`src/rtl/debug_bridge_uart_pkg.sv`:
```
// debug_bridge_pkg: shared state encodings and framing constants for the
// UART debug bridge and its byte receiver.
package debug_bridge_pkg;

  localparam int UART_BYTES_PER_WORD = 4;
  localparam int UART_FRAME_BITS     = 10;
  localparam int RXFIFO_DEPTH        = 4;

  typedef enum logic [1:0] {RX_IDLE, RX_START, RX_DATA, RX_STOP} rx_state_t;
  typedef enum logic [1:0] {TX_IDLE, TX_START, TX_DATA, TX_STOP} tx_state_t;
  typedef enum logic [1:0] {H_IDLE, H_ACK, H_HOLD} hs_state_t;

endpackage

```
`src/rtl/debug_bridge_uart_if.sv`:
```
// debug_bridge_uart_if: debug word handshake (req/wr/ack with d/q words).
// The master is the user-side initiator; the slave is the bridge.
interface debug_bridge_uart_if;
  logic        req;
  logic        wr;
  logic        ack;
  logic [31:0] d;
  logic [31:0] q;

  modport master (output req, output wr, output d, input ack, input q);
  modport slave  (input req, input wr, input d, output ack, output q);
endinterface

```
`src/rtl/uart_byte_rx.sv`:
```
// uart_byte_rx: 8N1 byte receiver. Synchronises rxd, times bits from the
// start-bit falling edge, and flags bytes whose stop bit samples low.
module uart_byte_rx
  import debug_bridge_pkg::*;
#(
  parameter int clks_per_bit = 868
) (
  input  logic       clk,
  input  logic       reset_in,
  input  logic       rxd,
  output logic [7:0] rx_byte,
  output logic       byte_stb,
  output logic       frame_err_stb,
  output logic       busy
);
  localparam int CNT_W = $clog2(clks_per_bit);
  localparam logic [CNT_W-1:0] BIT_LAST  = CNT_W'(clks_per_bit - 1);
  localparam logic [CNT_W-1:0] HALF_LAST = CNT_W'(clks_per_bit / 2 - 1);

  rx_state_t        state, state_next;
  logic             rx_meta, rx_sync, rx_prev;
  logic [CNT_W-1:0] cnt;
  logic [2:0]       bit_idx;
  logic [7:0]       sh;
  logic             tick, half_tick;

  assign tick      = (cnt == BIT_LAST);
  assign half_tick = (cnt == HALF_LAST);
  assign busy      = (state != RX_IDLE);

  // Two-flop synchroniser plus one delayed copy for falling-edge detection
  always_ff @(posedge clk or negedge reset_in) begin
    if (!reset_in) begin
      rx_meta <= 1'b1;
      rx_sync <= 1'b1;
      rx_prev <= 1'b1;
    end else begin
      rx_meta <= rxd;
      rx_sync <= rx_meta;
      rx_prev <= rx_sync;
    end
  end

  // State register
  always_ff @(posedge clk or negedge reset_in) begin
    if (!reset_in) state <= RX_IDLE;
    else           state <= state_next;
  end

  // Next state: start bit is re-checked at mid-bit to reject glitches
  always_comb begin
    state_next = state;
    case (state)
      RX_IDLE:  if (rx_prev && !rx_sync) state_next = RX_START;
      RX_START: if (half_tick) state_next = rx_sync ? RX_IDLE : RX_DATA;
      RX_DATA:  if (tick && bit_idx == 3'd7) state_next = RX_STOP;
      RX_STOP:  if (tick) state_next = RX_IDLE;
      default:  state_next = RX_IDLE;
    endcase
  end

  // Bit timer, bit index and result strobes
  always_ff @(posedge clk or negedge reset_in) begin
    if (!reset_in) begin
      cnt           <= '0;
      bit_idx       <= '0;
      byte_stb      <= 1'b0;
      frame_err_stb <= 1'b0;
    end else begin
      byte_stb      <= 1'b0;
      frame_err_stb <= 1'b0;
      if (state == RX_IDLE || (state == RX_START && half_tick) || tick) cnt <= '0;
      else cnt <= cnt + 1'b1;
      if (state == RX_START && half_tick) bit_idx <= '0;
      if (state == RX_DATA && tick) bit_idx <= bit_idx + 3'd1;
      if (state == RX_STOP && tick) begin
        if (rx_sync) byte_stb      <= 1'b1;
        else         frame_err_stb <= 1'b1;
      end
    end
  end

  // Data shift register (LSB arrives first) and completed byte
  always_ff @(posedge clk) begin
    if (state == RX_DATA && tick) sh <= {rx_sync, sh[7:1]};
    if (state == RX_STOP && tick && rx_sync) rx_byte <= sh;
  end

endmodule

```
`src/rtl/debug_bridge_uart.sv`:
```
// debug_bridge_uart: UART transport for the debug req/wr/ack word interface.
// Words travel as 4 bytes, most-significant byte first, 8N1.
// Build option: DEBUG_BRIDGE_UART_RXFIFO_EN replaces the single RX holding
// register with a 4-entry RX word FIFO.
module debug_bridge_uart
  import debug_bridge_pkg::*;
#(
  parameter int clks_per_bit = 868,
  parameter int timeout_bits = 20
) (
  input  logic clk,
  input  logic reset_in,
  input  logic rxd,
  output logic txd,
  debug_bridge_uart_if.slave bus,
  output logic overflow,
  output logic framing_err
);
  localparam int CNT_W = $clog2(clks_per_bit);
  localparam logic [CNT_W-1:0] BIT_LAST = CNT_W'(clks_per_bit - 1);
  localparam int TMO_CYCLES = timeout_bits * clks_per_bit;
  localparam int TMO_W = $clog2(TMO_CYCLES + 1);
  localparam logic [TMO_W-1:0] TMO_LAST = TMO_W'(TMO_CYCLES - 1);
  localparam logic [1:0] LAST_BYTE = 2'(UART_BYTES_PER_WORD - 1);

  logic [7:0]       rx_byte;
  logic             byte_stb, frame_err_stb, rx_busy;
  logic [1:0]       byte_cnt;
  logic [23:0]      asm_hi;
  logic [TMO_W-1:0] tmo_cnt;
  logic             tmo_expire;
  logic             word_stb, push, pop, word_avail, word_drop;
  logic [31:0]      word_new, head_word;
  hs_state_t        h_state, h_next;
  logic             accept, is_write, tx_load;
  tx_state_t        tx_state, tx_next;
  logic [CNT_W-1:0] tx_cnt;
  logic             tx_tick;
  logic [2:0]       tx_bit;
  logic [1:0]       tx_idx;
  logic [31:0]      tx_word;
  logic [7:0]       tx_sh;

  uart_byte_rx #(.clks_per_bit(clks_per_bit)) u_rx (
    .clk           (clk),
    .reset_in      (reset_in),
    .rxd           (rxd),
    .rx_byte       (rx_byte),
    .byte_stb      (byte_stb),
    .frame_err_stb (frame_err_stb),
    .busy          (rx_busy)
  );

  assign word_stb   = byte_stb && (byte_cnt == LAST_BYTE);
  assign word_new   = {asm_hi, rx_byte};
  assign tmo_expire = (byte_cnt != 2'd0) && !rx_busy && (tmo_cnt == TMO_LAST);

  // Byte counter, inter-byte timeout and sticky framing flag
  always_ff @(posedge clk or negedge reset_in) begin
    if (!reset_in) begin
      byte_cnt    <= '0;
      tmo_cnt     <= '0;
      framing_err <= 1'b0;
    end else begin
      if (frame_err_stb) begin
        byte_cnt    <= '0;
        framing_err <= 1'b1;
      end else if (byte_stb) begin
        byte_cnt <= byte_cnt + 2'd1;
      end else if (tmo_expire) begin
        byte_cnt <= '0;
      end
      if (byte_cnt == 2'd0 || rx_busy || byte_stb || tmo_expire) tmo_cnt <= '0;
      else tmo_cnt <= tmo_cnt + 1'b1;
    end
  end

  // Upper three bytes of the word being assembled, MSB byte first
  always_ff @(posedge clk) begin
    if (byte_stb) asm_hi <= {asm_hi[15:0], rx_byte};
  end

`ifdef DEBUG_BRIDGE_UART_RXFIFO_EN
  localparam int PTR_W = $clog2(RXFIFO_DEPTH);
  localparam int FCNT_W = PTR_W + 1;
  localparam logic [FCNT_W-1:0] FIFO_FULL = FCNT_W'(RXFIFO_DEPTH);

  logic [31:0]       fifo_mem [RXFIFO_DEPTH];
  logic [PTR_W-1:0]  wr_ptr, rd_ptr;
  logic [FCNT_W-1:0] fifo_cnt;

  assign word_avail = (fifo_cnt != '0);
  assign head_word  = fifo_mem[rd_ptr];
  // A pop on the same cycle frees the slot, so push-at-full is allowed then
  assign push       = word_stb && ((fifo_cnt != FIFO_FULL) || pop);

  // FIFO pointers and occupancy
  always_ff @(posedge clk or negedge reset_in) begin
    if (!reset_in) begin
      wr_ptr   <= '0;
      rd_ptr   <= '0;
      fifo_cnt <= '0;
    end else begin
      if (push) wr_ptr <= wr_ptr + 1'b1;
      if (pop)  rd_ptr <= rd_ptr + 1'b1;
      case ({push, pop})
        2'b10:   fifo_cnt <= fifo_cnt + 1'b1;
        2'b01:   fifo_cnt <= fifo_cnt - 1'b1;
        default: fifo_cnt <= fifo_cnt;
      endcase
    end
  end

  // FIFO storage
  always_ff @(posedge clk) begin
    if (push) fifo_mem[wr_ptr] <= word_new;
  end
`else
  logic        word_valid;
  logic [31:0] hold_word;

  assign word_avail = word_valid;
  assign head_word  = hold_word;
  // A read taking the old word on this cycle makes room for the new one
  assign push       = word_stb && (!word_valid || pop);

  // Holding-register valid flag
  always_ff @(posedge clk or negedge reset_in) begin
    if (!reset_in)  word_valid <= 1'b0;
    else if (push)  word_valid <= 1'b1;
    else if (pop)   word_valid <= 1'b0;
  end

  // Holding register
  always_ff @(posedge clk) begin
    if (push) hold_word <= word_new;
  end
`endif

  assign word_drop = word_stb && !push;

  // Sticky overflow: a complete word found no room
  always_ff @(posedge clk or negedge reset_in) begin
    if (!reset_in)      overflow <= 1'b0;
    else if (word_drop) overflow <= 1'b1;
  end

  // Handshake state register, transfer direction and read data
  always_ff @(posedge clk or negedge reset_in) begin
    if (!reset_in) begin
      h_state  <= H_IDLE;
      is_write <= 1'b0;
      bus.q    <= '0;
    end else begin
      h_state <= h_next;
      if (accept) is_write <= bus.wr;
      if (pop)    bus.q    <= head_word;
    end
  end

  // Handshake next state: req/wr only looked at in H_IDLE
  always_comb begin
    h_next = h_state;
    accept = 1'b0;
    case (h_state)
      H_IDLE: begin
        if (bus.req && (bus.wr ? (tx_state == TX_IDLE) : word_avail)) begin
          accept = 1'b1;
          h_next = H_ACK;
        end
      end
      H_ACK:   h_next = H_HOLD;
      H_HOLD:  h_next = H_IDLE;
      default: h_next = H_IDLE;
    endcase
  end

  assign pop     = accept && !bus.wr;
  assign bus.ack = (h_state == H_ACK);
  assign tx_load = (h_state == H_ACK) && is_write;
  assign tx_tick = (tx_cnt == BIT_LAST);

  // TX state register
  always_ff @(posedge clk or negedge reset_in) begin
    if (!reset_in) tx_state <= TX_IDLE;
    else           tx_state <= tx_next;
  end

  // TX next state: 10 bit-times per byte, byte index walks 3 down to 0
  always_comb begin
    tx_next = tx_state;
    case (tx_state)
      TX_IDLE:  if (tx_load) tx_next = TX_START;
      TX_START: if (tx_tick) tx_next = TX_DATA;
      TX_DATA:  if (tx_tick && tx_bit == 3'd7) tx_next = TX_STOP;
      TX_STOP:  if (tx_tick) tx_next = (tx_idx == 2'd0) ? TX_IDLE : TX_START;
      default:  tx_next = TX_IDLE;
    endcase
  end

  // TX bit timer, bit counter and byte index
  always_ff @(posedge clk or negedge reset_in) begin
    if (!reset_in) begin
      tx_cnt <= '0;
      tx_bit <= '0;
      tx_idx <= '0;
    end else begin
      if (tx_state == TX_IDLE || tx_tick) tx_cnt <= '0;
      else tx_cnt <= tx_cnt + 1'b1;
      if (tx_load) tx_idx <= LAST_BYTE;
      if (tx_state == TX_START && tx_tick) tx_bit <= '0;
      if (tx_state == TX_DATA && tx_tick)  tx_bit <= tx_bit + 3'd1;
      if (tx_state == TX_STOP && tx_tick)  tx_idx <= tx_idx - 2'd1;
    end
  end

  // TX word capture and per-byte shift register
  always_ff @(posedge clk) begin
    if (tx_load) tx_word <= bus.d;
    if (tx_state == TX_START && tx_tick) tx_sh <= tx_word[{tx_idx, 3'b000} +: 8];
    else if (tx_state == TX_DATA && tx_tick) tx_sh <= {1'b0, tx_sh[7:1]};
  end

  assign txd = (tx_state == TX_START) ? 1'b0 :
               (tx_state == TX_DATA)  ? tx_sh[0] : 1'b1;

endmodule

```
`src/flat_wrapper.sv`:
```
// flat-port wrapper written by rule: the top's interface ports become plain ports
module debug_bridge_uart_flat import debug_bridge_pkg::*;
#(
  parameter int clks_per_bit = 868,
  parameter int timeout_bits = 20
)
  (clk, reset_in, rxd, txd, overflow, framing_err, bus_req, bus_wr, bus_d, bus_ack, bus_q);
  debug_bridge_uart_if bus_i ();
  input  logic clk;
  input  logic reset_in;
  input  logic rxd;
  output logic txd;
  output logic overflow;
  output logic framing_err;
  input wire logic [$bits(bus_i.req)-1:0] bus_req;
  input wire logic [$bits(bus_i.wr)-1:0] bus_wr;
  input wire logic [$bits(bus_i.d)-1:0] bus_d;
  output wire logic [$bits(bus_i.ack)-1:0] bus_ack;
  output wire logic [$bits(bus_i.q)-1:0] bus_q;
  assign bus_i.req = bus_req;
  assign bus_i.wr = bus_wr;
  assign bus_i.d = bus_d;
  assign bus_ack = bus_i.ack;
  assign bus_q = bus_i.q;
  debug_bridge_uart #(.clks_per_bit(clks_per_bit), .timeout_bits(timeout_bits)) u_core (.clk(clk), .reset_in(reset_in), .rxd(rxd), .txd(txd), .bus(bus_i), .overflow(overflow), .framing_err(framing_err));
endmodule
```
`config.mk`:
```
export PLATFORM = sky130hd
export DESIGN_NAME = debug_bridge_uart_flat
export DESIGN_NICKNAME = d
export VERILOG_FILES = /design/src/rtl/debug_bridge_uart_pkg.sv /design/src/rtl/debug_bridge_uart_if.sv /design/src/rtl/uart_byte_rx.sv /design/src/rtl/debug_bridge_uart.sv /design/src/flat_wrapper.sv
export SDC_FILE = /design/constraint.sdc
export NUM_CORES = 1
export LEC_CHECK = 0
export CORE_MARGIN = 1
export CORE_UTILIZATION = 50
export CTS_CLUSTER_DIAMETER = 50
export CTS_CLUSTER_SIZE = 28
export DETAILED_ROUTE_END_ITERATION = 8
export GPL_TIMING_DRIVEN = 0
export PLACE_DENSITY = 0.67
export SLEW_MARGIN = 20
export SYNTH_ARGS = -nofsm -noshare
export SYNTH_HDL_FRONTEND = slang
export SYNTH_SLANG_ARGS = --single-unit
```
`constraint.sdc`:
```
create_clock -name clk -period 8 [get_ports clk]
set_input_delay 1.2 -clock clk [delete_from_list [all_inputs] [get_ports clk]]
set_output_delay 1.2 -clock clk [all_outputs]
set_load 0.01 [all_outputs]
```
# --- After elaboration in Yosys (flattened, before gate mapping) ---
# Cells that the tools add are included.
classes:
  n_shift: 1
  muxes: 39
  n_addsub: 7
  eq_ne: 23
  n_reduce_logical: 44
ops:
  columns: ["op", "count"]
  rows:
  - ["32-bit by 6-bit variable part select with 8-bit output", 1]
  - ["2-bit two-way mux", 15]
  - ["10-bit by 1-bit adder with 10-bit output (second input constant)", 2]
  - ["10-bit equality test (second input constant)", 2]
  - ["10-bit two-way mux", 2]
  - ["1-bit logical AND", 18]
  - ["8-bit two-way mux", 2]
  - ["2-bit case mux with 4 select lines", 2]
  - ["15-bit by 1-bit adder with 15-bit output (second input constant)", 1]
  - ["15-bit equality test (second input constant)", 1]
  - ["15-bit two-way mux", 1]
  - ["1-bit two-way mux", 12]
  - ["3-bit two-way mux", 4]
  - ["2-bit nonzero test", 6]
  - ["10-bit by 9-bit equality test with 1-bit output (second input constant)", 1]
  - ["2-bit equality test (second input constant)", 5]
  - ["2-bit zero test", 5]
  - ["2-bit by 1-bit inequality test with 1-bit output (second input constant)", 5]
  - ["2-bit inequality test (second input constant)", 4]
  - ["4-bit AND reduction", 2]
  - ["1-bit logical OR", 7]
  - ["3-bit by 1-bit adder with 3-bit output (second input constant)", 2]
  - ["2-bit by 1-bit equality test with 1-bit output (second input constant)", 3]
  - ["3-bit equality test (second input constant)", 2]
  - ["5 further kinds", 9]
word_totals:
  out_inout_bits: 36
  in_bits: 37
  register_bits: 204
  wordCells: 140

# --- Longest topological paths before layout ---
# Gate-level depths: netlist (run 1).
logic_depth:
  ltp_word: 10
  ltp_mapped: 8
  mapped_depth_nobuf: 6

# --- Cells and area by module ---
# From an unflattened synthesis (run 1), not the netlist that was laid out.
unflattened:
  cells_unflattened: 489
  area_unflattened_um2: 7992.7
by_module_without_submodules:
  columns: ["mod", "area_per_inst_um2", "n_inst", "cells_per_inst", "seq_area_each_um2"]
  rows:
  - ["debug_bridge_uart", 6523.8, 1, 383, 4684.5]
  - ["uart_byte_rx", 1468.9, 1, 106, 984.7]

# --- Worst setup path after synthesis (run 1) ---
# OpenSTA, ideal clock, no wires.
synth_timing:
  path_type: "in2reg"
  from: "input port bus_wr"
  to: "register u_core.hold_word[0], in the netlist u_core.head_word[0] (enable)"
  path_buffers: 2
  setup_slack_ns: 3.930
  required_ns: 7.568
  t_arrival_ns: 3.638
  path_stages: 6
  setup_ns: 0.432
  path_cell_list: "mux2i_1 nor4b_2 nand2b_1 buf_2 buf_2 a21oi_1"
synth_between:
  elab_chain_len: 7
  word_cells_on_any_way: 8
synth_lines:
  columns: ["item", "line", "rtl"]
  rows:
  - ["start, declared", "flat_wrapper.sv:16", "input wire logic [$bits(bus_i.wr)-1:0] bus_wr;"]
  - ["1-bit two-way mux", "debug_bridge_uart.sv:167", "if (bus.req && (bus.wr ? (tx_state == TX_IDLE) : word_avail)) begin"]
  - ["1-bit logical AND", "debug_bridge_uart.sv:167", null]
  - ["1-bit two-way mux", "debug_bridge_uart.sv:167", null]
  - ["1-bit two-way mux", "debug_bridge_uart.sv:165", "case (h_state)"]
  - ["1-bit logical AND *", "debug_bridge_uart.sv:178", "assign pop = accept && !bus.wr;"]
  - ["1-bit logical OR *", "debug_bridge_uart.sv:125", "assign push = word_stb && (!word_valid || pop);"]
  - ["1-bit logical AND *", "debug_bridge_uart.sv:125", null]
  - ["net u_core.push", "debug_bridge_uart.sv:32", "logic word_stb, push, pop, word_avail, word_drop;"]
  - ["end signal, assigned", "debug_bridge_uart.sv:136", "if (push) hold_word <= word_new;"]
  - ["end, declared", "debug_bridge_uart.sv:120", "logic [31:0] hold_word;"]
# The timed path passes the listed nets; every way through them passes the cells marked *.
# A chain may end at the register's enable or synchronous reset.

# --- Worst setup path in the final report (run 1) ---
layout_timing:
  from: "input port bus_wr"
  to: "register u_core.hold_word[26], in the netlist u_core.head_word[26] (enable)"
# Same word-level chain as after synthesis.

==> results_dict.tcl, run 1 <==
set metrics [dict create \
    outcome "complete, no violations" \
    h-tree-depth 1 \
    path_buf_inv 4 \
    n_antenna_cell 0 \
    pre_cts_ws_ps 4180 \
    area_growth_pct 20.9 \
    numPortBuffers 72 \
    start_util 0.514 \
    ys_ff_latch 204 \
    pin_count 73 \
    maxCapViolCount 0 \
    cts_root_buf "clkbuf_16" \
    multiInputGateArea_mm2 0.00203 \
    critical-path-top-delay-family "buffers and inverters" \
    finalClockSkew_ps 12.6 \
    finalWirelength_um 12400 \
    finalSetupTns_ps 0 \
    grt_remaining_overflow 0 \
    ant_nets 0 \
    postCtsSetupRepairBufs 0 \
    gp_congestion 0.834 \
    grtUsageTotal 0.169 \
    grt_first_pass_wirelength_um 21600 \
    path_max_fanout 18 \
    die_w_um 127 \
    mostFrequentLayoutCells "112 x edfxtp_1, 88 x dfrtp_1, 71 x clkdlybuf4s50_1" \
    dp_hpwl_um 8290 \
    clk_latency_ps 490 \
    synth_edf_count 112 \
    fillers 1129 \
    cts_buffer_depth 3 \
    cts_made_buffers 18 \
    pwr_density_cell_mw_per_mm2 290 \
    first_global_vias 4310 \
    rows 45 \
    worstPathArrival_ps 3470 \
    crit_type "input port to flip-flop" \
    final_common_cell "edfxtp_1" \
    fin_crit_ps 3280 \
    clock-sinks 204 \
    fin_ws_ps 4720 \
    critPathCaptureType "flip-flop" \
    power.leakage_nw 3.55 \
    drt_iter0_drc 254 \
    cts_hold_buf 0 \
    synthArstFlopShare 0.451 \
    ys.flop_type "edfxtp_1" \
    dieArea_mm2 0.0161 \
    fmax_ghz 0.305 \
    fin_hold_ws_ps 360 \
    rsz0062_at_grt "false" \
    seqCellArea_mm2 0.00567 \
    core_mm2 0.0152 \
    synthDistinctLibCells 51 \
    grt_max_degree 60 \
    worstMarginPinSlew_ps 778 \
    cp_slowest_cell "a21oi_4" \
    wire_per_inst_um 15.8 \
    maxSlewHeadroom 0.481 \
    worstPathCellList "clkdlybuf4s50_1, mux2i_1, nor4b_2, nand2b_1, buf_2, buf_2, a21oi_4, buf_16" \
    syn_inst 487 \
    start_kind "input port" \
    vias_per_cell 5.30 \
    crit_top_cell "buf_2" \
    maxSlewViolCount 0 \
    tritoncts "built" \
    path_clk_slew_ps 70 \
    postCtsResizedCells 0 \
    ys_warn_count 0 \
    setup_viol 0 \
    hold_viol 0 \
    final_layout_size_suffix_gt1_frac 0.180 \
    rrSetupSlack_ps 5170 \
    fin_crit_sh 0.410 \
    die_y_um 127 \
    holdCritPathClass "flip-flop to flip-flop" \
    antenna_found_initial 0 \
    vias 4139 \
    slowest_delay_ps 560 \
    avgSynthCellArea_um2 16.0 \
    route.detailed.drc 0 \
    nets 634 \
    finalPower_mw 2.74 \
    required_ps 8190 \
    syn_area_mm2 0.00781 \
    yosysSeqAreaShare 0.726 \
    synth_nets 540 \
    drtPass1Iterations 6 \
    peakVddDrop_v 0.000228 \
]
[worst reg2reg max path, cell delays in order, from the launching register on]
cell	delay [ps]
dfrtp_1	420
inv_1	160
ha_1	220
mux2i_1	90
nor4b_2	310
nand2b_1	110
buf_2	190
buf_2	250
a21oi_4	560
buf_16	240
[cells in the mapped netlist, types with 2 or more instances]
cell type,n,share of area
a31oi_1,3,0.0024
edfxtp_1,112,0.43
nor4_1,6,0.0048
nor2b_1,2,0.0016
dfstp_2,3,0.010
mux4_2,8,0.023
nand4_1,6,0.0048
o211ai_1,2,0.0019
xor2_1,7,0.0078
a21oi_1,5,0.0032
nand3_1,11,0.0070
a211o_1,2,0.0022
mux2i_1,3,0.0038
or2_2,3,0.0024
a22o_1,4,0.0045
nor2_1,48,0.023
ha_1,16,0.026
nor3_1,13,0.0083
xnor2_1,23,0.026
a32o_1,2,0.0026
clkbuf_1,5,0.0024
inv_1,18,0.0086
buf_2,5,0.0032
dfrtp_1,89,0.29
and3_1,3,0.0024
mux2_2,43,0.062
nand2_1,21,0.010
[cells by family after synthesis]
| kind of cell | after synthesis | share of synthesized area |
|---|---|---|
| mux | 54 | 0.0889 |
| buf+inv | 29 | 0.0162 |
| compound gates | 26 | 0.0255 |
| flops | 204 | 0.726 |
| xor+xnor | 30 | 0.0336 |
| fa+ha+maj | 16 | 0.0256 |
| simple gates | 128 | 0.0846 |
[final cells by class]
cell class	instances	area share
Multi-Input combinational cell	254	0.215
Clock inverter	12	0.0138
Clock buffer	20	0.0507
Tap cell	188	0.0249
Inverter	18	0.00715
Sequential cell	204	0.600
Timing Repair Buffer	74	0.0822
Buffer	11	0.00622
[flip-flops by register name, indices dropped and copies added (netlist names), 2 cells and up, named ones only]
signal	flops
u_core.tx_state	2
u_core.asm_hi	24
u_core.tmo_cnt	15
u_core.u_rx.bit_idx	3
u_core.tx_bit	3
u_core.bus.q	32
u_core.tx_idx	2
u_core.h_state	2
u_core.tx_word	32
u_core.u_rx.cnt	10
u_core.u_rx.rx_byte	8
u_core.u_rx.sh	8
u_core.byte_cnt	2
u_core.head_word	32
u_core.tx_sh	8
u_core.tx_cnt	10
[stage by stage]
step,util,instance area (um2),cells
after floorplan,-,7810,487
after global placement,0.577,8770,747
after detailed placement,0.581,8840,749
after CTS,0.621,9450,781
after global routing,0.621,9450,781
final,0.621,9450,781
[power by group]
group / switching [mW] / internal, mW
Clock: 0.410 / 0.460
Combinational: 0.227 / 0.319
Sequential: 0.0857 / 1.24
Total: 0.723 / 2.02
[worst paths after layout]
path	start	end	cells past startpoint
max	bus_wr	u_core.head_word[26]$_DFFE_PP_	8
min	u_core.u_rx.rx_meta$_DFF_PN1_	u_core.u_rx.rx_sync$_DFF_PN1_	0
max reg2reg	u_core.tx_state[0]$_DFFE_PN0P_	u_core.head_word[26]$_DFFE_PP_	9
min reg2reg	u_core.u_rx.rx_meta$_DFF_PN1_	u_core.u_rx.rx_sync$_DFF_PN1_	0
max in group asynchronous	reset_in	u_core.u_rx.rx_prev$_DFF_PN1_	2
min in group asynchronous	reset_in	u_core.tx_idx[0]$_DFFE_PN0P_	1
[metal layers]
| layer | vias up | GRT usage | share of wire |
|---|---|---|---|
| met1 | 2079 | 0.229 | 0.45 |
| met2 | 61 | 0.277 | 0.48 |
| met5 | - | 0 | 0 |
| met4 | 0 | 0.0560 | 0.025 |
| li1 | 1972 | - | - |
| met3 | 27 | 0.0343 | 0.041 |
Note: power is estimated with default switching activity, not from simulation.
==> inputs of run 2 (changes only) <==
--- a/config.mk
+++ b/config.mk
@@ -11,7 +11,7 @@
 export CTS_CLUSTER_SIZE = 28
 export DETAILED_ROUTE_END_ITERATION = 8
 export GPL_TIMING_DRIVEN = 0
-export PLACE_DENSITY = 0.67
+export PLACE_DENSITY = 0.7
 export SLEW_MARGIN = 20
 export SYNTH_ARGS = -nofsm -noshare
 export SYNTH_HDL_FRONTEND = slang
==> constraint.sdc (replaced) <==
create_clock -name clk -period 2.7 [get_ports clk]
set_input_delay 0.405 -clock clk [delete_from_list [all_inputs] [get_ports clk]]
set_output_delay 0.405 -clock clk [all_outputs]
set_load 0.01 [all_outputs]
==> run 2 against run 1 <==
  * Total power rose to 3.0 times the previous value
  * Worst hold slack got worse by 40 ps
  * Clock skew increased by 4.4 ps
  * Global-route usage is 0.18 points higher
  * First-iteration DRC count is 10% lower
  * Sequential share of layout area down 0.56 points
  * Register-to-register slack got worse by 4900 ps
  * Sequential cell count unchanged
  * Critical endpoint is now txd
  * Highest routed layer unchanged
==> results_dict.tcl, run 2 (synthesis gave the netlist of run 1 again) <==
set metrics [dict create \
    rr_startpoint "u_core.tx_state[0]$_DFFE_PN0P_" \
    dp_cells 748 \
    fin_ws_ps 222 \
    area_growth_pct 22.1 \
    finalNonFillerCells 785 \
    clk_latency_ps 480 \
    hold_path_depth 1 \
    grtUsageTotal 0.171 \
    final_common_cell "edfxtp_1" \
    crit_type "flip-flop to primary output" \
    place_area_mm2 0.00881 \
    pwr_density_cell_mw_per_mm2 873 \
    mostFrequentLayoutCells "112 x edfxtp_1, 88 x dfrtp_1, 71 x clkdlybuf4s50_1" \
    start_util 0.514 \
    outcome "complete, no violations" \
    power.leakage_nw 3.59 \
    drtPass1Iterations 7 \
    ant_nets 0 \
    dp_hpwl_um 8520 \
    fin_crit_ps 2480 \
    cts_made_buffers 18 \
    path_clk_slew_ps 80 \
    pin_count 73 \
    worstMarginPinSlew_ps 788 \
    maxSlewHeadroom 0.473 \
    fin_crit_sh 0.918 \
    slowest_delay_ps 580 \
    grt_first_pass_wirelength_um 21900 \
    clock-sinks 204 \
    gp_congestion 0.831 \
    holdCritStartpoint "rxd" \
    rrSetupSlack_ps 320 \
    holdCritPathClass "input port to flip-flop" \
    fmax_ghz 0.404 \
    grt_max_degree 72 \
    pre_cts_ws_ps -537 \
    core_mm2 0.0152 \
    cts_buffer_depth 3 \
    vias_per_cell 5.32 \
    required_ps 2300 \
    numPortBuffers 72 \
    h-tree-depth 1 \
    maxCapViolCount 0 \
    nets 638 \
    peakVddDrop_v 0.000587 \
    antenna_found_initial 0 \
    finalWirelength_um 12900 \
    r2r.worst_path.cells 8 \
    maxSlewViolCount 0 \
    first_global_vias 4404 \
    wire_per_inst_um 16.5 \
    start_kind "flip-flop" \
    rows 45 \
    worstPathArrival_ps 2070 \
    rsz0062_at_grt "false" \
    critPathCaptureType "primary output" \
    hold_path_end "u_core.u_rx.rx_meta$_DFF_PN1_" \
    tritoncts "built" \
    grt_remaining_overflow 0 \
    die_w_um 127 \
    n_antenna_cell 0 \
    drt_iter0_drc 228 \
    die_y_um 127 \
    finalClockSkew_ps 17.0 \
    route.detailed.drc 0 \
    final_area_mm2 0.00954 \
    setup_viol 0 \
    cts_root_buf "clkbuf_16" \
    final_layout_size_suffix_gt1_frac 0.184 \
    dieArea_mm2 0.0161 \
    worstPathCellList "inv_1, ha_1, a21oi_1, clkdlybuf4s50_1" \
    cp_slowest_cell "clkdlybuf4s50_1" \
    hold_viol 0 \
    path_max_fanout 7 \
    r2r-end "u_core.bus.q[17]$_DFFE_PN0P_" \
    vias 4173 \
]
-- run 2: per-layer routing --
layer	global-route usage	part of all wire	wire length [um]
met1	0.228	0.44	5740
met2	0.289	0.49	6380
met3	0.0314	0.036	468
met4	0.0504	0.025	326
met5	0	0	0
-- run 2: cell type report --
type,instances,area (um2)
clock buffers,20,479
clock inverters,12,180
plain buffers,10,56.3
multi-input cells,255,2050
fillers,1076,5670
well taps,188,235
inverters,18,67.6
repair buffers,78,802
flip-flops and latches,204,5670
-- run 2: how the worst max path moves through the flow --
| stage | from | endpoint | cells after the start |
|---|---|---|---|
| global placement | reset_in | u_core.u_rx.bit_idx[1]$_DFFE_PN0P_ | 1 |
| detailed placement | bus_wr | u_core.head_word[29]$_DFFE_PP_ | 7 |
| finish | u_core.tx_state[0]$_DFFE_PN0P_ | txd | 4 |
| global route | u_core.tx_state[0]$_DFFE_PN0P_ | u_core.bus.q[20]$_DFFE_PN0P_ | 8 |
| floorplan | u_core.tx_state[0]$_DFFE_PN0P_ | u_core.head_word[0]$_DFFE_PP_ | 8 |
| CTS | u_core.tx_state[0]$_DFFE_PN0P_ | u_core.head_word[9]$_DFFE_PP_ | 9 |
-- run 2: metrics by stage --
step                      total power [mW]  hold slack (ps)   util  setup TNS, ps
after CTS                             8.44              304  0.627              0
final                                 8.33              320  0.627              0
after floorplan                       4.83              109      -              0
after global placement                5.58              346  0.578        -223970
after detailed placement              5.66              276  0.580         -17130
after global routing                  8.74              302  0.627              0
-- run 2: power by group --
group,switching [mW],leakage (nW),internal (mW)
Combinational,0.685,1.12,0.949
Sequential,0.270,2.15,3.67
Clock,1.20,0.320,1.55
-- run 2: worst max-delay path, delay by kind of cell, from the launching register on --
kind / cells / cell delay, ps
adders and majority gates: 1 / 300
DFF: 1 / 410
AOI/OAI and AO/OA: 1 / 200
buffers and inverters: 2 / 700
-- run 2: timing repair --
| item | in CTS | in global routing |
|---|---|---|
| pin swaps | 2 | 1 |
| endpoints found under the hold margin | 21 | 0 |
| hold buffers | 1 | 0 |
| setup buffers | 4 | 0 |
| endpoints found under the setup margin | 32 | 8 |
| cloned | 1 | 0 |
| gates resized for setup | 1 | 1 |
==> edit, RTL diff (config.mk and constraints of run 2) <==
Re-encode `hs_state_t` (3 states) as one-hot, 3 bits wide.
--- a/src/rtl/debug_bridge_uart_pkg.sv
+++ b/src/rtl/debug_bridge_uart_pkg.sv
@@ -8,7 +8,7 @@
 
   typedef enum logic [1:0] {RX_IDLE, RX_START, RX_DATA, RX_STOP} rx_state_t;
   typedef enum logic [1:0] {TX_IDLE, TX_START, TX_DATA, TX_STOP} tx_state_t;
-  typedef enum logic [1:0] {H_IDLE, H_ACK, H_HOLD} hs_state_t;
+  typedef enum logic [2:0] {H_IDLE = 3'b001, H_ACK = 3'b010, H_HOLD = 3'b100} hs_state_t;
 
 endpackage
 
Check against the original RTL: no difference found for any inputs over 10 cycles, from zero or initial values and one cycle with reset_in low; not proved beyond that.
==> edit against run 2 <==
- power is 3.5% higher
- worst hold slack improved by 0.0021 ns
- register-to-register slack worse by 0.22 ns
- synthesized area is 0.35% higher
- worst setup slack worse by 0.12 ns
- sequential cell count rose by 1
- count of clock-buffer cells in the layout rose by 2
- sequential share of layout area fell by 0.30 points
- cell count increased by 3.3%
- largest cell class unchanged
- final area is 0.97% higher
- wire length is 4.8% higher
- combinational power grew 9%
==> edit: results (changes against run 2) <==
\begin{tabular}{lr}
\hline
Metric & Value \\
\hline
\multicolumn{2}{l}{\textbf{GRT}} \\
Pin count of the biggest net entering global routing & 61 (-15\%) \\
Overall routing resource usage & 17.5\% (+0.45 points) \\
Global-route wire length before repair & 22,300 um (+1.9\%) \\
\multicolumn{2}{l}{\textbf{Worst setup path}} \\
Worst r2r src & u\_core.h\_state[0]\$\_DFFE\_PN1P\_ \\
Arr. time, crit path & 2.72 ns (+0.65 ns) \\
Max FO, Critical Path & 16 (+9) \\
\multicolumn{2}{l}{\textbf{Logic synthesis}} \\
Mux cell area share after synthesis & 8.84\% (-0.047 points) \\
Count of distinct cell types in the synthesized netlist & 47 (-7.8\%) \\
Most area-consuming cells after synthesis & edfxtp\_1, dfrtp\_1, mux2\_2 \\
Synth Area in XOR/XNOR & 3.35\% (-0.012 points) \\
Compound-Gate Fraction of Synth Area & 2.33\% (-0.22 points) \\
Net count after synthesis & 543 (+0.56\%) \\
Most used standard cells in the synthesized netlist & edfxtp\_1, dfrtp\_1, nor2\_1, mux2\_2, xnor2\_1 \\
Sequential fraction of the synthesis area & 72.6\% (+0.080 points) \\
Synth Area in Adders & 2.55\% (-0.0090 points) \\
\multicolumn{2}{l}{\textbf{Routing}} \\
Number of search-and-repair iterations in the first detailed-routing pass & 4 (-3) \\
Routed wire per std cell & 16.7 um (+1.4\%) \\
Number of DRC violations after detailed-routing iteration 0 & 171 (-25\%) \\
Count of vias placed by the detailed router & 4,181 (+0.19\%) \\
\multicolumn{2}{l}{\textbf{STA}} \\
Worst Skew & 0.0163 ns (-0.000706 ns) \\
Transition time at the pin with the least slew margin & 0.804 ns (+0.0162 ns) \\
\multicolumn{2}{l}{\textbf{Layout}} \\
Fillcell total & 1,105 (+2.7\%) \\
Final nets & 641 (+0.47\%) \\
\multicolumn{2}{l}{\textbf{Place}} \\
Global placer's final weighted congestion & 0.750 (-9.7\%) \\
Placed cell area & 0.00890 sq mm (+1.1\%) \\
\multicolumn{2}{l}{\textbf{Power and ir drop}} \\
Leakage power total & 3.62 nW (+0.62\%) \\
Peak supply drop & 0.000682 V (+16\%) \\
\multicolumn{2}{l}{\textbf{Outcome}} \\
Status & complete, no violations \\
\hline
\end{tabular}
-- edit: logic make-up after synthesis --
family,count (synthesis)
AO/OA/AOI/OAI,24
XOR/XNOR,30
adder cells (fa/ha/maj),16
buffers and inverters,30
flip-flops,205
multiplexers,54
AND/OR/NAND/NOR,131
-- edit: worst max-delay path, stage by stage, from the launching register on --
cell and delay [ns]:
dfstp_2 0.58, nand4bb_1 0.15, or3b_2 0.50, buf_2 0.20, buf_2 0.27, a21oi_4 0.54
-- edit: metal layers --
layer / global-route usage [%] / part of all wire [%] / vias up
li1: - / - / 1987
met1: 24.2 / 46 / 2081
met2: 28.2 / 47 / 90
met3: 3.81 / 4.7 / 23
met4: 5.32 / 2.3 / 0
met5: 0 / 0 / -
-- edit: final timing paths --
check	endpoint	slack (ns)	depth (start not counted)
min in group asynchronous	u_core.bus.q[6]$_DFFE_PN0P_	0.37	2
worst min register to register	u_core.u_rx.rx_sync$_DFF_PN1_	0.36	0
worst max register to register	u_core.head_word[15]$_DFFE_PP_	0.10	5
worst min-delay path	u_core.u_rx.rx_meta$_DFF_PN1_	0.32	1
max in group asynchronous	u_core.h_state[0]$_DFFE_PN1P_	1.67	3
worst max-delay path	u_core.head_word[15]$_DFFE_PP_	0.10	5
-- edit: stage by stage --
stage / instances / TNS (ns) / worst slack (ns) / hold WS, ns / util [%]
after floorplan: 490 / 0 / 0.180 / 0.109 / -
after detailed placement: 776 / -19.17 / -0.600 / 0.327 / 58.4
after CTS: 810 / 0 / 0.0742 / 0.304 / 63.0
final: 811 / 0 / 0.103 / 0.322 / 63.1
after global routing: 811 / 0 / 0.00440 / 0.322 / 63.1
after global placement: 773 / -228.32 / -2.30 / 0.347 / 58.0
-- edit: what timing repair did --
item | CTS | global route
pin swaps | 1 | 1
setup endpoints to repair | 32 | 2
gates cloned | 1 | 0
resized for setup | 1 | 0
endpoints found under the hold margin | 33 | 0
hold buffers | 1 | 0
buffers inserted | 0 | 1
-- edit: area by class of cell --
type                            count  area (sq um)  area share [%]
Multi-Input combinational cell    256          2060            21.4
Inverter                           19          71.3           0.741
Tap cell                          211           264            2.74
Sequential cell                   205          5700            59.2
Timing Repair Buffer               77           798            8.29
Clock inverter                     10           191            1.99
Clock buffer                       22           487            5.05
Buffer                             11          61.3           0.637
-- edit: report_power, final --
| group | total, W | internal [W] | switching, W |
|---|---|---|---|
| sequential | 0.00397 | 0.00368 | 0.000293 |
| clock | 0.00286 | 0.00165 | 0.00121 |
| combinational | 0.00178 | 0.00103 | 0.000758 |
